--- src/rtl/ber_stream_monitor.sv ---
// ber_stream_monitor
// Aligns the generator (TX) word stream with the decoder (RX) word stream
// through a reference FIFO, compares them word by word and counts TX words,
// RX words, channel error strobes and post-decode bit errors. After
// FRAME_WORDS compares it reports a pass/fail verdict against ERR_LIMIT.
// Optional build macro: BER_FIRST_ERR_CAPTURE_EN captures the 0-based index
// of the first mismatching RX word; without it first_err_* are tied to 0.
module ber_stream_monitor #(
    parameter int DATA_W      = 1,
    parameter int DEPTH       = 64,
    parameter int CNT_W       = 32,
    parameter int FRAME_WORDS = 200,
    parameter int ERR_LIMIT   = 2
) (
    input  logic              clk,
    input  logic              reset,
    input  logic              start,
    input  logic [DATA_W-1:0] tx_data,
    input  logic              tx_valid,
    input  logic [DATA_W-1:0] rx_data,
    input  logic              rx_valid,
    input  logic              chan_err_valid,
    output logic [CNT_W-1:0]  tx_count,
    output logic [CNT_W-1:0]  rx_count,
    output logic [CNT_W-1:0]  chan_err_count,
    output logic [CNT_W-1:0]  bit_err_count,
    output logic              busy,
    output logic              done,
    output logic              pass,
    output logic              fault,
    output logic [CNT_W-1:0]  first_err_idx,
    output logic              first_err_valid
);

    localparam int AW = $clog2(DEPTH);
    localparam int PW = $clog2(DATA_W + 1);

    typedef enum logic [1:0] {
        S_IDLE,
        S_RUN,
        S_DONE,
        S_FAULT
    } state_t;

    state_t            state_q, state_d;
    logic [DATA_W-1:0] mem [DEPTH];
    logic [AW:0]       wr_ptr, rd_ptr;
    logic              fifo_empty, fifo_full;
    logic              do_clear, run_ok, do_push, do_pop, do_cmp;
    logic [DATA_W-1:0] ref_word, diff;
    logic [PW-1:0]     err_bits;

    // Saturating add: counters stick at all-ones instead of wrapping.
    function automatic logic [CNT_W-1:0] sat_add(input logic [CNT_W-1:0] a,
                                                 input logic [CNT_W-1:0] b);
        logic [CNT_W:0] s;
        s = {1'b0, a} + {1'b0, b};
        return s[CNT_W] ? '1 : s[CNT_W-1:0];
    endfunction

    // The extra wrap bit tells a full FIFO from an empty one with equal indices.
    assign fifo_empty = (wr_ptr == rd_ptr);
    assign fifo_full  = (wr_ptr[AW] != rd_ptr[AW]) &&
                        (wr_ptr[AW-1:0] == rd_ptr[AW-1:0]);

    // An empty FIFO with a same-cycle TX word compares RX straight against it.
    assign ref_word = fifo_empty ? tx_data : mem[rd_ptr[AW-1:0]];
    assign diff     = ref_word ^ rx_data;

    // Number of mismatching bits in the current compare.
    always_comb begin
        // NOTE: combinational blocks use blocking '=' so later lines see the
        // updated value; clocked blocks use '<=' so all registers update together.
        err_bits = '0;
        for (int i = 0; i < DATA_W; i++) begin
            err_bits = err_bits + PW'(diff[i]);
        end
    end

    // Next-state and per-cycle control decode.
    always_comb begin
        // NOTE: every signal gets a default before the case so no path leaves
        // one unassigned, which would otherwise infer a latch.
        state_d  = state_q;
        do_clear = 1'b0;
        run_ok   = 1'b0;
        do_push  = 1'b0;
        do_pop   = 1'b0;
        do_cmp   = 1'b0;
        case (state_q)
            S_IDLE, S_DONE, S_FAULT: begin
                if (start) begin
                    state_d  = S_RUN;
                    do_clear = 1'b1;
                end
            end
            S_RUN: begin
                if ((tx_valid && !rx_valid && fifo_full) ||
                    (rx_valid && !tx_valid && fifo_empty)) begin
                    state_d = S_FAULT;
                end else begin
                    run_ok  = 1'b1;
                    do_cmp  = rx_valid;
                    do_push = tx_valid && !(rx_valid && fifo_empty);
                    do_pop  = rx_valid && !fifo_empty;
                    if (rx_valid && (rx_count == CNT_W'(FRAME_WORDS - 1))) begin
                        state_d = S_DONE;
                    end
                end
            end
            default: state_d = S_IDLE;
        endcase
    end

    assign busy  = (state_q == S_RUN);
    assign done  = (state_q == S_DONE);
    assign fault = (state_q == S_FAULT);
    assign pass  = done && (bit_err_count <= CNT_W'(ERR_LIMIT));

    // State register.
    always_ff @(posedge clk) begin
        if (reset) begin
            state_q <= S_IDLE;
        end else begin
            state_q <= state_d;
        end
    end

    // FIFO pointers; START empties the FIFO by realigning them.
    always_ff @(posedge clk) begin
        if (reset || do_clear) begin
            wr_ptr <= '0;
            rd_ptr <= '0;
        end else begin
            if (do_push) wr_ptr <= wr_ptr + 1'b1;
            if (do_pop)  rd_ptr <= rd_ptr + 1'b1;
        end
    end

    // FIFO storage write.
    always_ff @(posedge clk) begin
        // NOTE: the storage array has no reset; validity is carried entirely by
        // the pointers, and leaving it unreset lets it map onto plain RAM.
        if (do_push) begin
            mem[wr_ptr[AW-1:0]] <= tx_data;
        end
    end

    // Word, strobe and bit-error counters; frozen outside a healthy RUN cycle.
    always_ff @(posedge clk) begin
        if (reset || do_clear) begin
            tx_count       <= '0;
            rx_count       <= '0;
            chan_err_count <= '0;
            bit_err_count  <= '0;
        end else if (run_ok) begin
            if (tx_valid)       tx_count       <= sat_add(tx_count, CNT_W'(1));
            if (chan_err_valid) chan_err_count <= sat_add(chan_err_count, CNT_W'(1));
            if (do_cmp) begin
                rx_count      <= sat_add(rx_count, CNT_W'(1));
                bit_err_count <= sat_add(bit_err_count, CNT_W'(err_bits));
            end
        end
    end

`ifdef BER_FIRST_ERR_CAPTURE_EN
    // Latch the 0-based RX index of the first compare with any mismatch.
    always_ff @(posedge clk) begin
        if (reset || do_clear) begin
            first_err_idx   <= '0;
            first_err_valid <= 1'b0;
        end else if (do_cmp && (err_bits != '0) && !first_err_valid) begin
            first_err_idx   <= rx_count;
            first_err_valid <= 1'b1;
        end
    end
`else
    assign first_err_idx   = '0;
    assign first_err_valid = 1'b0;
`endif

endmodule

--- config.mk ---
export PLATFORM = sky130hd
export DESIGN_NAME = ber_stream_monitor
export DESIGN_NICKNAME = d
export VERILOG_FILES = /design/src/rtl/ber_stream_monitor.sv
export SDC_FILE = /design/constraint.sdc
export NUM_CORES = 1
export LEC_CHECK = 0
export ABC_AREA = 0
export CORE_AREA = 2 2 145 147
export CTS_CLUSTER_SIZE = 20
export DETAILED_ROUTE_END_ITERATION = 6
export DIE_AREA = 0 0 147 149
export PLACE_DENSITY = 0.77
export SETUP_SLACK_MARGIN = 0.4
export SLEW_MARGIN = 20
export SYNTH_ARGS = -nofsm -noshare
export SYNTH_HDL_FRONTEND = slang
export SYNTH_SLANG_ARGS = --single-unit
export TNS_END_PERCENT = 50
--- constraint.sdc ---
create_clock -name clk -period 4.1 [get_ports clk]
set_input_delay 0.41 -clock clk [delete_from_list [all_inputs] [get_ports clk]]
set_output_delay 0.41 -clock clk [all_outputs]
set_load 0.005 [all_outputs]
== Word level (Yosys, flattened, before mapping) ==
Memory sizes are Yosys's and may differ from the RTL's. A register that Yosys moved wholly into a read port is not among the register bits.
Cells that the tools add are included.
Cells by class
  magnitude comparators: 1
  bitwise operators: 1
  reduce and logical (&&, ||, !) cells: 22
  shifts and indexed selects: 0
  equal/unequal tests: 9
  multiplexer cells: 23
  add/subtract/negate cells: 6
  divide/modulo/power cells: 0
  multipliers: 0
Operator list (count)
  $mux 32: 4
  $add 32x1->33 const B: 3
  $add 32x1->33: 1
  $eq 32x8->1 const B: 1
  $le 32x2->1 const B: 1
  $add 7x1->7 const B: 2
  $mux 1: 13
  $mux 6: 2
  $logic_and 1x1->1: 10
  $reduce_and 2->1: 4
  $eq 7x7->1: 1
  $eq 6x6->1: 1
  $mux 2: 3
  $eq 2x2->1 const B: 2
  $logic_not 1->1: 4
  $pmux 2 s2: 1
  $ne 3x1->1 const B: 1
  $reduce_or 3->1: 1
  $eq 2x1->1 const B: 1
  $logic_not 2->1: 1
  $logic_or 1x1->1: 2
  $ne 2x2->1 const B: 1
  $ne 1x1->1: 1
  $xor 1x1->1: 1
Word-level totals
  register bits after elaboration: 144
  memories: 1
  output and inout bits: 165
  logic and storage cells: 70
  bits in latches: 0
  ROM bits: 0
  memory bits (writable): 64
Memory list
  mem: words 64, width 1, read ports 1, clocked after memory_dff 1, write ports 1, line 46  | logic [DATA_W-1:0] mem [DEPTH];

== Longest topological paths before layout ==
  depth in word-level cells: 8
  mapped depth: 14
  gate-level depth less buffers: 11

== Worst setup path after synthesis ==
Ideal clock, no wire load.
  path kind: register -> register
  from: register with a tool-made name
  to: register bit_err_count[29]
  stages on the path, launching flop included: 14
  setup time: 0.133 ns
  period minus slack after synthesis: 3.145 ns
  buffers on the path: 2
  arrival time: 3.012 ns
  required time: 3.967 ns
  path slack: 0.955 ns
  cells stage by stage: dfxtp_1 buf_2 buf_4 mux4_2 mux2i_1 nor3_1 nor4_1 o31ai_1 xor2_1 ha_1 nand3_2 nor4_1 and3b_1 nor3_1
RTL lines
  end signal, assigned: line 161  | bit_err_count <= sat_add(bit_err_count, CNT_W'(err_bits));
  end, declared: line 26  | output logic [CNT_W-1:0] bit_err_count,

==> flow_metrics.py <==
metrics = {
    "die": {
        "die_area_um2": 21900,
        "io_pins": 173,
        "dieHeight_um": 149,
        "num_rows": 53,
        "coreArea_um2": 20560,
        "initial_utilization": 0.5240,
        "die_w_um": 147,
    },
    "layout": {
        "fin_nets": 1268,
        "layout-drive-gt1-share": 0.07638,
        "final_cell_area_um2": 12940,
        "area.growth.synth_to_final_pct": 20.11,
        "antenna_cells": 0,
    },
    "drt": {
        "drt_iter0_drc": 701,
        "route.top_layer_used": "met4",
        "dr_wl_met2_um": 12740,
        "vias_per_cell": 5.867,
        "via_count": 9064,
        "detail_route.wl_per_cell_um": 17.33,
        "drc": 0,
        "wl_met3_um": 1875,
        "drt_wl_total_um": 26780,
        "dr.pass1.iters": 5,
        "wl_met1_um": 11590,
        "drtAntennaViolNets": 0,
    },
    "logic_synthesis": {
        "ys_ff_latch": 214,
        "synth_top_family_by_area": "simple AND/OR/NAND/NOR gates",
        "synth.distinct_cells": 76,
        "synth.area.mux_share": 0.04786,
        "yosys.area_share.simple": 0.2357,
        "synth-xor-area-share": 0.08282,
        "async_flop_share": 0,
        "synth_edf_count": 64,
        "ys_top_cells_by_area": "dfxtp_1 28%, edfxtp_1 18%, xnor2_1 5.9%, nor2_1 4.4%, a21oi_1 3.2%",
        "synth.yosys.warnings": 0,
        "synth_top_area_frac": 0.2788,
        "ys.flop_type": "dfxtp_1",
        "netlist_instances": 1132,
        "synth_fa_ha_area_frac": 0.008131,
        "synth-compound-area-share": 0.1108,
        "syn_area_per_cell_um2": 9.516,
        "syn_area_um2": 10770,
        "synth_top_area_cell": "dfxtp_1",
        "yosysSeqAreaShare": 0.4572,
    },
    "timing": {
        "relSlewSlack": 0.2847,
        "finalMaxSlewViolations": 0,
        "period_share": 0.8449,
        "max_freq_mhz": 288.7,
        "timing.final.ws_setup_ns": 0.6357,
        "final.setup.tns_ns": 0,
        "skew_ns": 0.02615,
        "rsz0062_at_grt": "false",
        "setup_viol": 0,
        "worstMarginPinSlew_ns": 1.073,
        "min_period_ns": 3.464,
        "hold_viol_final": 0,
    },
    "worst_setup_path": {
        "slowest_delay_ns": 0.55,
        "reg2reg_slack_ns": 0.64,
        "critPathSlowestCell": "mux4_2",
        "worst-path-buf-inv": 1,
        "cp_top_family": "simple AND/OR/NAND/NOR gates",
        "crit_arrival_ns": 3.82,
        "path_max_fanout": 15,
        "critPathCapture": "bit_err_count[29]",
        "crit_cells": 12,
        "r2r-end": "bit_err_count[29]",
        "startpoint_type": "flip-flop",
        "cp_common_cell": "mux2i_1",
        "crit_chain": "buf_4 -> mux4_2 -> mux2i_1 -> mux2i_1 -> a211oi_1 -> o31ai_1 -> xor2_1 -> ha_1 -> nand3_4 -> nor4_2 -> and3b_1 -> nor3_1",
        "cp-end-kind": "flip-flop",
        "required_ns": 4.46,
        "crit_type": "reg -> reg",
        "reg2regPathDepth": 12,
    },
    "place": {
        "postPlaceCellArea_um2": 12200,
        "hpwl_um": 18230,
        "pre_cts_slack_ns": 0.3593,
        "port_buffers": 139,
        "gp_congestion": 0.8325,
    },
    "clock_tree": {
        "cts_buffers": 23,
        "worstSkewPairLatency_ns": 0.52,
        "cts_sinks": 214,
        "cts_tree": "done",
        "cts_max_level": 1,
        "postCtsSetupBuffers": 0,
        "clk_pin_slew_ns": 0.07,
        "cts_root_buf": "clkbuf_16",
        "ctsLongestPathBuffers": 3,
        "postCtsHoldBufs": 0,
    },
    "global_route": {
        "grt.total_usage": 0.2393,
        "overflow": 0,
        "grt_pass1_wl_um": 43470,
        "antenna_found_initial": 0,
        "grt_max_degree": 109,
        "grt_pass1_vias": 8531,
    },
    "power": {
        "power.density_nw_per_um2": 329.5,
        "leakage_nw": 4.029,
        "ir_drop_mv": 0.2377,
    },
    "run_status": {
        "run_status": "complete, no violations",
    },
    "job": {
        "max_cap_violations": 0,
    },
    "worst_hold_path": {
        "min_path_type": "reg -> reg",
    },
}
[sequential cells by signal, indices dropped and copies added, names as in the netlist, named ones only]
name	cells
mem	64
tx_count	32
wr_ptr	7
rx_count	32
rd_ptr	7
state_q	2
chan_err_count	32
bit_err_count	32
[cell families (layout without fill, tap and decap cells)]
| kind of cell | count (synthesis) | after routing |
|---|---|---|
| AND/OR/NAND/NOR | 486 | 486 |
| AO/OA/AOI/OAI | 179 | 179 |
| adder cells (fa/ha/maj) | 7 | 7 |
| other | 1 | 33 |
| XOR/XNOR | 101 | 101 |
| flip-flops | 214 | 214 |
| buffers and inverters | 112 | 218 |
| multiplexers | 32 | 32 |
[final cells by class]
| cell class | instances | area, um^2 |
|---|---|---|
| fillers | 1714 | 7620 |
| multi-input cells | 838 | 5390 |
| flip-flops and latches | 214 | 4926 |
| repair buffers | 150 | 1474 |
| clock buffers | 28 | 594.3 |
| well taps | 275 | 344.1 |
| clock inverters | 14 | 111.4 |
| inverters | 26 | 97.59 |
[Yosys cell counts, types with 4 or more instances]
| master | n |
|---|---|
| a211oi_1 | 8 |
| a21oi_1 | 68 |
| a31oi_1 | 14 |
| a41o_1 | 5 |
| and2_1 | 9 |
| and3_1 | 19 |
| and4_1 | 17 |
| buf_2 | 16 |
| buf_4 | 40 |
| clkbuf_1 | 23 |
| dfxtp_1 | 150 |
| edfxtp_1 | 64 |
| ha_1 | 7 |
| inv_1 | 26 |
| mux2i_1 | 14 |
| mux4_2 | 15 |
| nand2_1 | 81 |
| nand2b_1 | 7 |
| nand3_1 | 59 |
| nand4_1 | 36 |
| nor2_1 | 126 |
| nor3_1 | 54 |
| nor4_1 | 36 |
| o211ai_1 | 4 |
| o21ai_0 | 42 |
| o31ai_1 | 5 |
| or2_2 | 4 |
| or3_1 | 6 |
| or4_1 | 6 |
| xnor2_1 | 73 |
| xor2_1 | 27 |
[repair_timing]
| item | in CTS | in global routing |
|---|---|---|
| resized for setup | 1 | 5 |
| endpoints found under the setup margin | 2 | 32 |
| pin swaps | 0 | 1 |
[power breakdown]
| group | switching [W] | total, W | internal (W) |
|---|---|---|---|
| Combinational | 0.0000953 | 0.000131 | 0.0000357 |
| Sequential | 0.00000480 | 0.00219 | 0.00218 |
| Clock | 0.000843 | 0.00195 | 0.00110 |
[through the flow]
step	std cells	utilization	power [W]	hold WS (ns)
floorplan	1164	-	0.002338	0.4551
global placement	1503	0.5936	0.002358	0.4824
detailed placement	1503	0.5936	0.002361	0.4993
CTS	1545	0.6282	0.004293	0.5096
global route	1545	0.6293	0.004396	0.5471
finish	1545	0.6293	0.004263	0.5047
[worst min-delay path, cell delays in order (launching register included)]
cell and delay, ns:
dfxtp_1 0.32, nand2b_1 0.07, a21oi_1 0.06
[worst min path at each step]
| stage | from | endpoint | slack (ns) | cells after the start |
|---|---|---|---|---|
| after global placement | state_q[1] | state_q[1] | 0.48 | 2 |
| final | state_q[1] | state_q[1] | 0.50 | 2 |
| after floorplan | state_q[1] | state_q[1] | 0.46 | 2 |
| after global routing | state_q[1] | state_q[1] | 0.55 | 2 |
| after CTS | state_q[1] | state_q[1] | 0.51 | 2 |
| after detailed placement | state_q[1] | state_q[1] | 0.50 | 2 |
[layer usage]
metal	track usage	vias up
met5	0	-
met4	0.08029	0
met3	0.03639	51
met2	0.3920	359
met1	0.3277	4346
li1	-	4308
[cell usage in the layout, fill, tap and decap left out, types with 7 or more instances in the layout]
master           synthesis  layout
and3_1                  19      19
nor2_1                 126     125
nand3_1                 59      58
xor2_1                  27      27
inv_1                   26      26
nand2_1                 81      81
edfxtp_1                64      64
xnor2_1                 73      73
and2_1                   9       9
nor4_1                  36      35
a31oi_1                 14      14
a211oi_1                 8       8
a21oi_1                 68      67
o21ai_0                 42      42
mux2i_1                 14      14
nand4_1                 36      36
buf_4                   40      11
nor3_1                  54      54
clkdlybuf4s50_1          0     139
ha_1                     7       7
and4_1                  17      17
clkbuf_16                0      23
mux4_2                  15      15
conb_1                   1      33
nand2b_1                 7       7
dfxtp_1                150     149
No activity file was read; power rests on OpenSTA's default activity.
